<file path="src/rtl/i2c_target_if.sv">
// ============================================================================
//  Module      : i2c_target_if
//  Description : Pad-side and FIFO-side signal bundle of the I2C target.
//  Revision    : 1.0 - initial release
// ============================================================================
`timescale 1ns/1ps
`default_nettype none

interface i2c_target_if;
    logic [6:0] own_address;
    logic       scl_in;
    logic       sda_in;
    logic       sda_oe;
    logic [7:0] rx_data;
    logic       rx_valid;
    logic       rx_full;
    logic [7:0] tx_data;
    logic       tx_valid;
    logic       tx_ack;
    logic       busy;
    logic       addr_match;

    modport slave (
        input  own_address, scl_in, sda_in, rx_full, tx_data, tx_valid,
        output sda_oe, rx_data, rx_valid, tx_ack, busy, addr_match
    );

    modport master (
        output own_address, scl_in, sda_in, rx_full, tx_data, tx_valid,
        input  sda_oe, rx_data, rx_valid, tx_ack, busy, addr_match
    );
endinterface

`default_nettype wire

</file>
<file path="src/rtl/i2c_target.sv">
// ============================================================================
//  Module      : i2c_target
//  Description : I2C target responder - filtered bus sampling, START/STOP
//                detection, 7-bit address match, byte receive and transmit.
//  Revision    : 1.0 - initial release
// ============================================================================
`timescale 1ns/1ps
`default_nettype none

module i2c_target #(
    parameter int FILT = 3
) (
    input  wire logic     clk,
    input  wire logic     reset,
    i2c_target_if.slave   bus
);

    localparam int                c_CNT_W   = (FILT > 1) ? $clog2(FILT) : 1;
    localparam logic [c_CNT_W-1:0] c_CNT_MAX = c_CNT_W'(FILT - 1);

    localparam logic [2:0] S_IDLE      = 3'd0;
    localparam logic [2:0] S_ADDR      = 3'd1;
    localparam logic [2:0] S_ADDR_ACK  = 3'd2;
    localparam logic [2:0] S_RX_BYTE   = 3'd3;
    localparam logic [2:0] S_RX_ACK    = 3'd4;
    localparam logic [2:0] S_TX_BYTE   = 3'd5;
    localparam logic [2:0] S_TX_CHK    = 3'd6;
    localparam logic [2:0] S_WAIT_STOP = 3'd7;

    logic [1:0] w_raw;
    logic [1:0] w_filt;

    assign w_raw = {bus.scl_in, bus.sda_in};

    // Index 1 is SCL, index 0 is SDA; both idle high so reset filters to 1.
    genvar g;
    generate
        for (g = 0; g < 2; g++) begin : g_filt
            logic               r_s1;
            logic               r_s2;
            logic               r_f;
            logic [c_CNT_W-1:0] r_cnt;

            always_ff @(posedge clk) begin
                if (reset) begin
                    r_s1  <= 1'b1;
                    r_s2  <= 1'b1;
                    r_f   <= 1'b1;
                    r_cnt <= '0;
                end else begin
                    r_s1 <= w_raw[g];
                    r_s2 <= r_s1;
                    if (r_s2 == r_f) begin
                        r_cnt <= '0;
                    end else if (r_cnt == c_CNT_MAX) begin
                        r_f   <= r_s2;
                        r_cnt <= '0;
                    end else begin
                        r_cnt <= r_cnt + c_CNT_W'(1);
                    end
                end
            end

            assign w_filt[g] = r_f;
        end
    endgenerate

    logic w_scl_f;
    logic w_sda_f;
    logic r_scl_prev;
    logic r_sda_prev;
    logic w_scl_rise;
    logic w_scl_fall;
    logic w_start;
    logic w_stop;

    assign w_scl_f    = w_filt[1];
    assign w_sda_f    = w_filt[0];
    assign w_scl_rise = w_scl_f & ~r_scl_prev;
    assign w_scl_fall = ~w_scl_f & r_scl_prev;
    assign w_start    = w_scl_f & r_sda_prev & ~w_sda_f;
    assign w_stop     = w_scl_f & ~r_sda_prev & w_sda_f;

    logic [2:0] r_state;
    logic [2:0] w_state_nxt;
    logic [2:0] r_cnt;
    logic [2:0] w_cnt_nxt;
    logic [7:0] r_rx_sh;
    logic [7:0] w_rx_sh_nxt;
    logic [7:0] r_tx_sh;
    logic [7:0] w_tx_sh_nxt;
    logic       r_pend;
    logic       w_pend_nxt;
    logic       r_rw;
    logic       w_rw_nxt;
    logic       r_sda_oe;
    logic       w_sda_oe_nxt;
    logic [7:0] r_rx_data;
    logic [7:0] w_rx_data_nxt;
    logic       r_rx_valid;
    logic       w_rx_valid_nxt;
    logic       r_tx_ack;
    logic       w_tx_ack_nxt;
    logic       r_busy;
    logic       w_busy_nxt;
    logic       r_addr_match;
    logic       w_addr_match_nxt;

    logic       w_addr_hit;
    logic [7:0] w_tx_byte;

    assign w_addr_hit = (r_rx_sh[7:1] == bus.own_address);
    assign w_tx_byte  = bus.tx_valid ? bus.tx_data : 8'hFF;

    always_ff @(posedge clk) begin
        if (reset) begin
            r_state      <= S_IDLE;
            r_scl_prev   <= 1'b1;
            r_sda_prev   <= 1'b1;
            r_cnt        <= 3'd0;
            r_rx_sh      <= 8'h00;
            r_tx_sh      <= 8'h00;
            r_pend       <= 1'b0;
            r_rw         <= 1'b0;
            r_sda_oe     <= 1'b0;
            r_rx_data    <= 8'h00;
            r_rx_valid   <= 1'b0;
            r_tx_ack     <= 1'b0;
            r_busy       <= 1'b0;
            r_addr_match <= 1'b0;
        end else begin
            r_state      <= w_state_nxt;
            r_scl_prev   <= w_scl_f;
            r_sda_prev   <= w_sda_f;
            r_cnt        <= w_cnt_nxt;
            r_rx_sh      <= w_rx_sh_nxt;
            r_tx_sh      <= w_tx_sh_nxt;
            r_pend       <= w_pend_nxt;
            r_rw         <= w_rw_nxt;
            r_sda_oe     <= w_sda_oe_nxt;
            r_rx_data    <= w_rx_data_nxt;
            r_rx_valid   <= w_rx_valid_nxt;
            r_tx_ack     <= w_tx_ack_nxt;
            r_busy       <= w_busy_nxt;
            r_addr_match <= w_addr_match_nxt;
        end
    end

    always_comb begin
        w_state_nxt = r_state;
        if (w_stop) begin
            w_state_nxt = S_IDLE;
        end else if (w_start) begin
            w_state_nxt = S_ADDR;
        end else begin
            case (r_state)
                S_ADDR:     if (w_scl_fall && r_pend)
                                w_state_nxt = w_addr_hit ? S_ADDR_ACK : S_WAIT_STOP;
                S_ADDR_ACK: if (w_scl_fall) w_state_nxt = r_rw ? S_TX_BYTE : S_RX_BYTE;
                S_RX_BYTE:  if (w_scl_fall && r_pend) w_state_nxt = S_RX_ACK;
                S_RX_ACK:   if (w_scl_fall) w_state_nxt = S_RX_BYTE;
                S_TX_BYTE:  if (w_scl_fall && r_cnt == 3'd7) w_state_nxt = S_TX_CHK;
                S_TX_CHK: begin
                    if (w_scl_rise && w_sda_f)
                        w_state_nxt = S_WAIT_STOP;
                    else if (w_scl_fall && r_pend)
                        w_state_nxt = S_TX_BYTE;
                end
                default: ;
            endcase
        end
    end

    always_comb begin
        w_cnt_nxt        = r_cnt;
        w_rx_sh_nxt      = r_rx_sh;
        w_tx_sh_nxt      = r_tx_sh;
        w_pend_nxt       = r_pend;
        w_rw_nxt         = r_rw;
        w_sda_oe_nxt     = r_sda_oe;
        w_rx_data_nxt    = r_rx_data;
        w_rx_valid_nxt   = 1'b0;
        w_tx_ack_nxt     = 1'b0;
        w_busy_nxt       = r_busy;
        w_addr_match_nxt = r_addr_match;

        if (w_stop) begin
            w_sda_oe_nxt     = 1'b0;
            w_busy_nxt       = 1'b0;
            w_addr_match_nxt = 1'b0;
            w_cnt_nxt        = 3'd0;
            w_pend_nxt       = 1'b0;
        end else if (w_start) begin
            w_sda_oe_nxt     = 1'b0;
            w_busy_nxt       = 1'b1;
            w_addr_match_nxt = 1'b0;
            w_cnt_nxt        = 3'd0;
            w_pend_nxt       = 1'b0;
        end else begin
            case (r_state)
                S_ADDR, S_RX_BYTE: begin
                    if (w_scl_rise) begin
                        w_rx_sh_nxt = {r_rx_sh[6:0], w_sda_f};
                        w_cnt_nxt   = r_cnt + 3'd1;
                        if (r_cnt == 3'd7)
                            w_pend_nxt = 1'b1;
                    end else if (w_scl_fall && r_pend) begin
                        w_pend_nxt = 1'b0;
                        if (r_state == S_ADDR) begin
                            if (w_addr_hit) begin
                                w_sda_oe_nxt = 1'b1;
                                w_rw_nxt     = r_rx_sh[0];
                            end
                        end else if (!bus.rx_full) begin
                            w_rx_valid_nxt = 1'b1;
                            w_rx_data_nxt  = r_rx_sh;
                            w_sda_oe_nxt   = 1'b1;
                        end else begin
                            w_sda_oe_nxt = 1'b0;
                        end
                    end
                end
                S_ADDR_ACK: begin
                    if (w_scl_fall) begin
                        w_addr_match_nxt = 1'b1;
                        w_cnt_nxt        = 3'd0;
                        if (r_rw) begin
                            w_tx_sh_nxt  = w_tx_byte;
                            w_tx_ack_nxt = bus.tx_valid;
                            w_sda_oe_nxt = ~w_tx_byte[7];
                        end else begin
                            w_sda_oe_nxt = 1'b0;
                        end
                    end
                end
                S_RX_ACK: begin
                    if (w_scl_fall) begin
                        w_sda_oe_nxt = 1'b0;
                        w_cnt_nxt    = 3'd0;
                    end
                end
                S_TX_BYTE: begin
                    if (w_scl_fall) begin
                        if (r_cnt == 3'd7) begin
                            w_sda_oe_nxt = 1'b0;
                            w_cnt_nxt    = 3'd0;
                        end else begin
                            w_tx_sh_nxt  = {r_tx_sh[6:0], 1'b1};
                            w_sda_oe_nxt = ~r_tx_sh[6];
                            w_cnt_nxt    = r_cnt + 3'd1;
                        end
                    end
                end
                S_TX_CHK: begin
                    // Master ACK arms a reload on the next fall; NACK ends the read.
                    if (w_scl_rise) begin
                        if (w_sda_f)
                            w_sda_oe_nxt = 1'b0;
                        else
                            w_pend_nxt = 1'b1;
                    end else if (w_scl_fall && r_pend) begin
                        w_pend_nxt   = 1'b0;
                        w_cnt_nxt    = 3'd0;
                        w_tx_sh_nxt  = w_tx_byte;
                        w_tx_ack_nxt = bus.tx_valid;
                        w_sda_oe_nxt = ~w_tx_byte[7];
                    end
                end
                S_WAIT_STOP: w_sda_oe_nxt = 1'b0;
                default: ;
            endcase
        end
    end

    assign bus.sda_oe     = r_sda_oe;
    assign bus.rx_data    = r_rx_data;
    assign bus.rx_valid   = r_rx_valid;
    assign bus.tx_ack     = r_tx_ack;
    assign bus.busy       = r_busy;
    assign bus.addr_match = r_addr_match;

endmodule

`default_nettype wire

</file>
<file path="src/flat_wrapper.sv">
// flat-port wrapper written by rule: the top's interface ports become plain ports
module i2c_target_flat 
#(
    parameter int FILT = 3
)
  (clk, reset, bus_own_address, bus_scl_in, bus_sda_in, bus_rx_full, bus_tx_data, bus_tx_valid, bus_sda_oe, bus_rx_data, bus_rx_valid, bus_tx_ack, bus_busy, bus_addr_match);
  i2c_target_if bus_i ();
  input  wire logic clk;
  input  wire logic reset;
  input wire logic [$bits(bus_i.own_address)-1:0] bus_own_address;
  input wire logic [$bits(bus_i.scl_in)-1:0] bus_scl_in;
  input wire logic [$bits(bus_i.sda_in)-1:0] bus_sda_in;
  input wire logic [$bits(bus_i.rx_full)-1:0] bus_rx_full;
  input wire logic [$bits(bus_i.tx_data)-1:0] bus_tx_data;
  input wire logic [$bits(bus_i.tx_valid)-1:0] bus_tx_valid;
  output wire logic [$bits(bus_i.sda_oe)-1:0] bus_sda_oe;
  output wire logic [$bits(bus_i.rx_data)-1:0] bus_rx_data;
  output wire logic [$bits(bus_i.rx_valid)-1:0] bus_rx_valid;
  output wire logic [$bits(bus_i.tx_ack)-1:0] bus_tx_ack;
  output wire logic [$bits(bus_i.busy)-1:0] bus_busy;
  output wire logic [$bits(bus_i.addr_match)-1:0] bus_addr_match;
  assign bus_i.own_address = bus_own_address;
  assign bus_i.scl_in = bus_scl_in;
  assign bus_i.sda_in = bus_sda_in;
  assign bus_i.rx_full = bus_rx_full;
  assign bus_i.tx_data = bus_tx_data;
  assign bus_i.tx_valid = bus_tx_valid;
  assign bus_sda_oe = bus_i.sda_oe;
  assign bus_rx_data = bus_i.rx_data;
  assign bus_rx_valid = bus_i.rx_valid;
  assign bus_tx_ack = bus_i.tx_ack;
  assign bus_busy = bus_i.busy;
  assign bus_addr_match = bus_i.addr_match;
  i2c_target #(.FILT(FILT)) u_core (.clk(clk), .reset(reset), .bus(bus_i));
endmodule
</file>
<file path="config.mk">
export PLATFORM = sky130hd
export DESIGN_NAME = i2c_target_flat
export DESIGN_NICKNAME = d
export VERILOG_FILES = /design/src/rtl/i2c_target_if.sv /design/src/rtl/i2c_target.sv /design/src/flat_wrapper.sv
export SDC_FILE = /design/constraint.sdc
export NUM_CORES = 1
export LEC_CHECK = 0
export CAP_MARGIN = 20
export CORE_MARGIN = 2
export CORE_UTILIZATION = 55
export CTS_BUF_LIST = sky130_fd_sc_hd__clkbuf_4 sky130_fd_sc_hd__clkbuf_8
export DETAILED_ROUTE_END_ITERATION = 10
export PLACE_DENSITY = 0.85
export SETUP_SLACK_MARGIN = 0.15
export SKIP_LAST_GASP = 1
export SYNTH_ARGS = -nofsm -noshare
export SYNTH_HDL_FRONTEND = slang
export SYNTH_SLANG_ARGS = --single-unit
</file>
<file path="constraint.sdc">
create_clock -name clk -period 2.38 [get_ports clk]
set_input_delay 0.714 -clock clk [delete_from_list [all_inputs] [get_ports clk]]
set_output_delay 0.714 -clock clk [all_outputs]
set_load 0.05 [all_outputs]
</file>
==> qor.csv <==
stage,metric,value,unit
status,status,completed,
cts,cts_root_buffer,clkbuf_8,
logic_synthesis,synth.avg_cell_area,9.39,um^2
cts,clock-sinks,48,
setup_path,crit_path_cell_trace,clkdlybuf4s50_1,
setup_path,endpoint_kind,primary output,
floorplanning,io_pins,34,
global_route,grt_pass1_wl,9040,um
min_path,hold_path_startpoint,u_core.g_filt[0].r_cnt[0],
cts,htreeDepth,2,
cts,cts_buffers,5,
sta,fin_crit_sh,91.1,%
power,leakagePower,1.17,nW
finish,final_nets,322,
drt,via_per_inst,5.85,
sta,fin_crit,2.17,ns
logic_synthesis,synth_cell_types,59,
placement,gp_congestion,0.917,
logic_synthesis,synth_top_area_cell,dfxtp_1,
min_path,hp-class,reg -> reg,
setup_path,cp-startpoint,u_core.bus.rx_data[3],
setup_path,cp-start-kind,flop,
placement,dpl_worst_slack,0.0742,ns
power,power.density,533,nW/um^2
floorplanning,die_area,5120,um^2
floorplanning,core,4380,um^2
finish,nFillCells,340,
drt,drcViolationCount,0,
global_route,gr-total-overflow,0,
finish,drive_above_1_share,16.4,%
logic_synthesis,synth.most_common_cell,dfxtp_1,
logic_synthesis,yosys.area.top_type_share,38.3,%
drt,drtIter0Drc,148,
global_route,first_global_vias,1960,
min_path,min_path_cells,1,
finish,area_growth,19.3,%
setup_path,critPathArrivalTime,1.46,ns
cts,cts_tree,built,
floorplanning,die_h,71.5,um
sta,drv_slew,0,
floorplanning,initial_core_util,57.2,%
logic_synthesis,ys_seq_area_share,38.3,%
placement,dp.cells,342,
global_route,grt_max_degree,19,
logic_synthesis,ys_top_cells_by_count,"48 x dfxtp_1, 33 x nor2_1, 19 x mux2i_1",
sta,setup_viol,0,
setup_path,path_delay_family,buffers and inverters,
setup_path,reg2regPathDepth,4,
logic_synthesis,ys_warn_count,0,
logic_synthesis,synth-edff-count,0,
setup_path,critical_path_class,reg -> out,
setup_path,critical_path_required,1.67,ns
drt,ant_nets,0,
setup_path,cp_slowest_cell,clkdlybuf4s50_1,
sta,setup_slack,0.211,ns
cts,max-clock-path-buffers,2,
global_route,grt.total_usage,22.3,%
drt,num_vias,2046,
logic_synthesis,async_reset_ff_share,0,%
logic_synthesis,syn_area,2510,um^2
setup_path,rr_startpoint,u_core.g_filt[1].r_f,
drt,wl,5240,um
cts,cts-hold-fix-buffers,0,
finish,antennaDiodeCount,0,
setup_path,worstReg2RegEnd,u_core.r_rx_sh[6],
global_route,antenna_found_initial,0,
sta,setup_tns,0,ns
logic_synthesis,syn-num-nets,292,
logic_synthesis,synth_seq_cells,48,
setup_path,cpPeakStageDelay,0.81,ns
power,ir_worst_vdd,0.411,mV
setup_path,r2r_slack,0.46,ns
sta,worst_slew_pin_slew,0.592,ns
logic_synthesis,yosys_most_used_dff,dfxtp_1,
drt,avgRoutedWirePerCell,15.0,um
sta,slew_headroom,60.5,%
drt,dr.pass1.iters,4,
sta,max_clock_freq,0.461,GHz
placement,placement.io_buffers,33,
placement,place_hpwl,3720,um
floorplanning,fp-row-count,24,
setup_path,crit_buf_inv,1,
floorplanning,dieWidth,71.5,um
sta,finalClockSkew,0.00222,ns
cts,insertion_delay,0.30,ns
logic_synthesis,syn_inst,267,
setup_path,path_max_fanout,2,
finish,finalNonFillerCells,350,
sta,rsz0062_at_grt,false,
logic_synthesis,ys_top_cells_by_area,"dfxtp_1 38%, mux2i_1 7.6%, nor2_1 4.9%",
cts,cts.clk_slew.worst_paths,0.09,ns
min_path,hold_end,u_core.g_filt[0].r_cnt[0],
sta,hold_violations,0,
run,cap_violations,0,
## state kept, by name (all words and copies together) (netlist names), 2 cells and up
name	cells
u_core.g_filt.r_f	2
u_core.r_state	3
u_core.bus.rx_data	8
u_core.r_cnt	3
u_core.r_tx_sh	7
u_core.g_filt.r_s2	2
u_core.g_filt.r_s1	2
u_core.g_filt.r_cnt	4
u_core.r_rx_sh	8
## area by class of cell
class / count / area [um^2] / share of cell area, %
inverter: 6 / 22.5 / 0.753
tap: 52 / 65.1 / 2.18
clock buffer: 5 / 68.8 / 2.30
sequential: 48 / 961 / 32.1
multi-input combinational: 195 / 1410 / 47.1
timing repair buffer: 41 / 395 / 13.2
clock inverter: 3 / 68.8 / 2.30
## cells by family after synthesis
logic type | after synthesis | synth area share [%]
simple gates | 99 | 24.0
compound gates | 63 | 19.1
flops | 48 | 38.3
buf+inv | 24 | 5.49
mux | 19 | 7.58
xor+xnor | 10 | 3.49
fa+ha+maj | 4 | 2.00
## where the power goes
group / total, mW / internal (mW) / switching (mW) / leakage [nW]
sequential: 0.811 / 0.808 / 0.00357 / 0.388
combinational: 0.0809 / 0.0496 / 0.0313 / 0.710
clock: 0.701 / 0.423 / 0.279 / 0.0687
total: 1.59 / 1.28 / 0.314 / 1.17
## worst max path at each step
stage | depth (start not counted) | endpoint | slack (ns)
global placement | 6 | u_core.bus.sda_oe | 0.16
detailed placement | 6 | u_core.bus.sda_oe | 0.07
global route | 1 | bus_sda_oe | 0.16
floorplan | 5 | u_core.bus.sda_oe | 0.67
finish | 1 | bus_rx_data[3] | 0.21
CTS | 1 | bus_busy | 0.16
## layout by cell type (no fill, tap or decap), types with 2 or more instances in the layout
master / synthesis / layout
buf_4: 6 / 8
clkdlybuf4s50_1: 0 / 31
or2_2: 7 / 7
nand3b_1: 9 / 9
nor2_1: 33 / 33
clkbuf_8: 0 / 5
mux2i_1: 19 / 19
o21ai_0: 11 / 11
or3b_1: 2 / 2
dlymetal6s2s_1: 0 / 2
nand3_1: 5 / 5
bufinv_16: 0 / 2
o31ai_1: 3 / 3
xnor2_1: 9 / 9
a21oi_1: 18 / 18
nand3b_4: 2 / 2
a211o_1: 2 / 2
a31oi_1: 4 / 4
nor2b_1: 4 / 4
nand2_1: 9 / 9
a211oi_2: 4 / 4
nor3_1: 4 / 4
nor3_2: 2 / 2
inv_1: 5 / 5
ha_1: 4 / 4
dfxtp_1: 48 / 48
o2111ai_1: 7 / 7
nand2b_1: 3 / 3
and3_1: 3 / 3
or3_1: 3 / 3
## per-stage QoR
stage	util, %	power, mW	area [um^2]	hold slack (ns)
after floorplan	-	0.866	2510	0.389
after global placement	65.0	0.909	2850	0.392
after detailed placement	65.0	0.911	2850	0.397
after CTS	68.1	1.61	2990	0.418
after global routing	68.2	1.65	2990	0.429
final	68.2	1.59	2990	0.412
## repair_timing
action | CTS | global route
buffers inserted | 0 | 0
setup endpoints to repair | 0 | 2
gates resized for setup | 0 | 2
hold endpoints to repair | 0 | 0
## routing by layer
metal	wire length (um)	track usage [%]
met5	0	0
met4	42	7.55
met3	305	5.63
met2	2550	36.9
met1	2350	28.4
(Power assumes the default switching activity.)
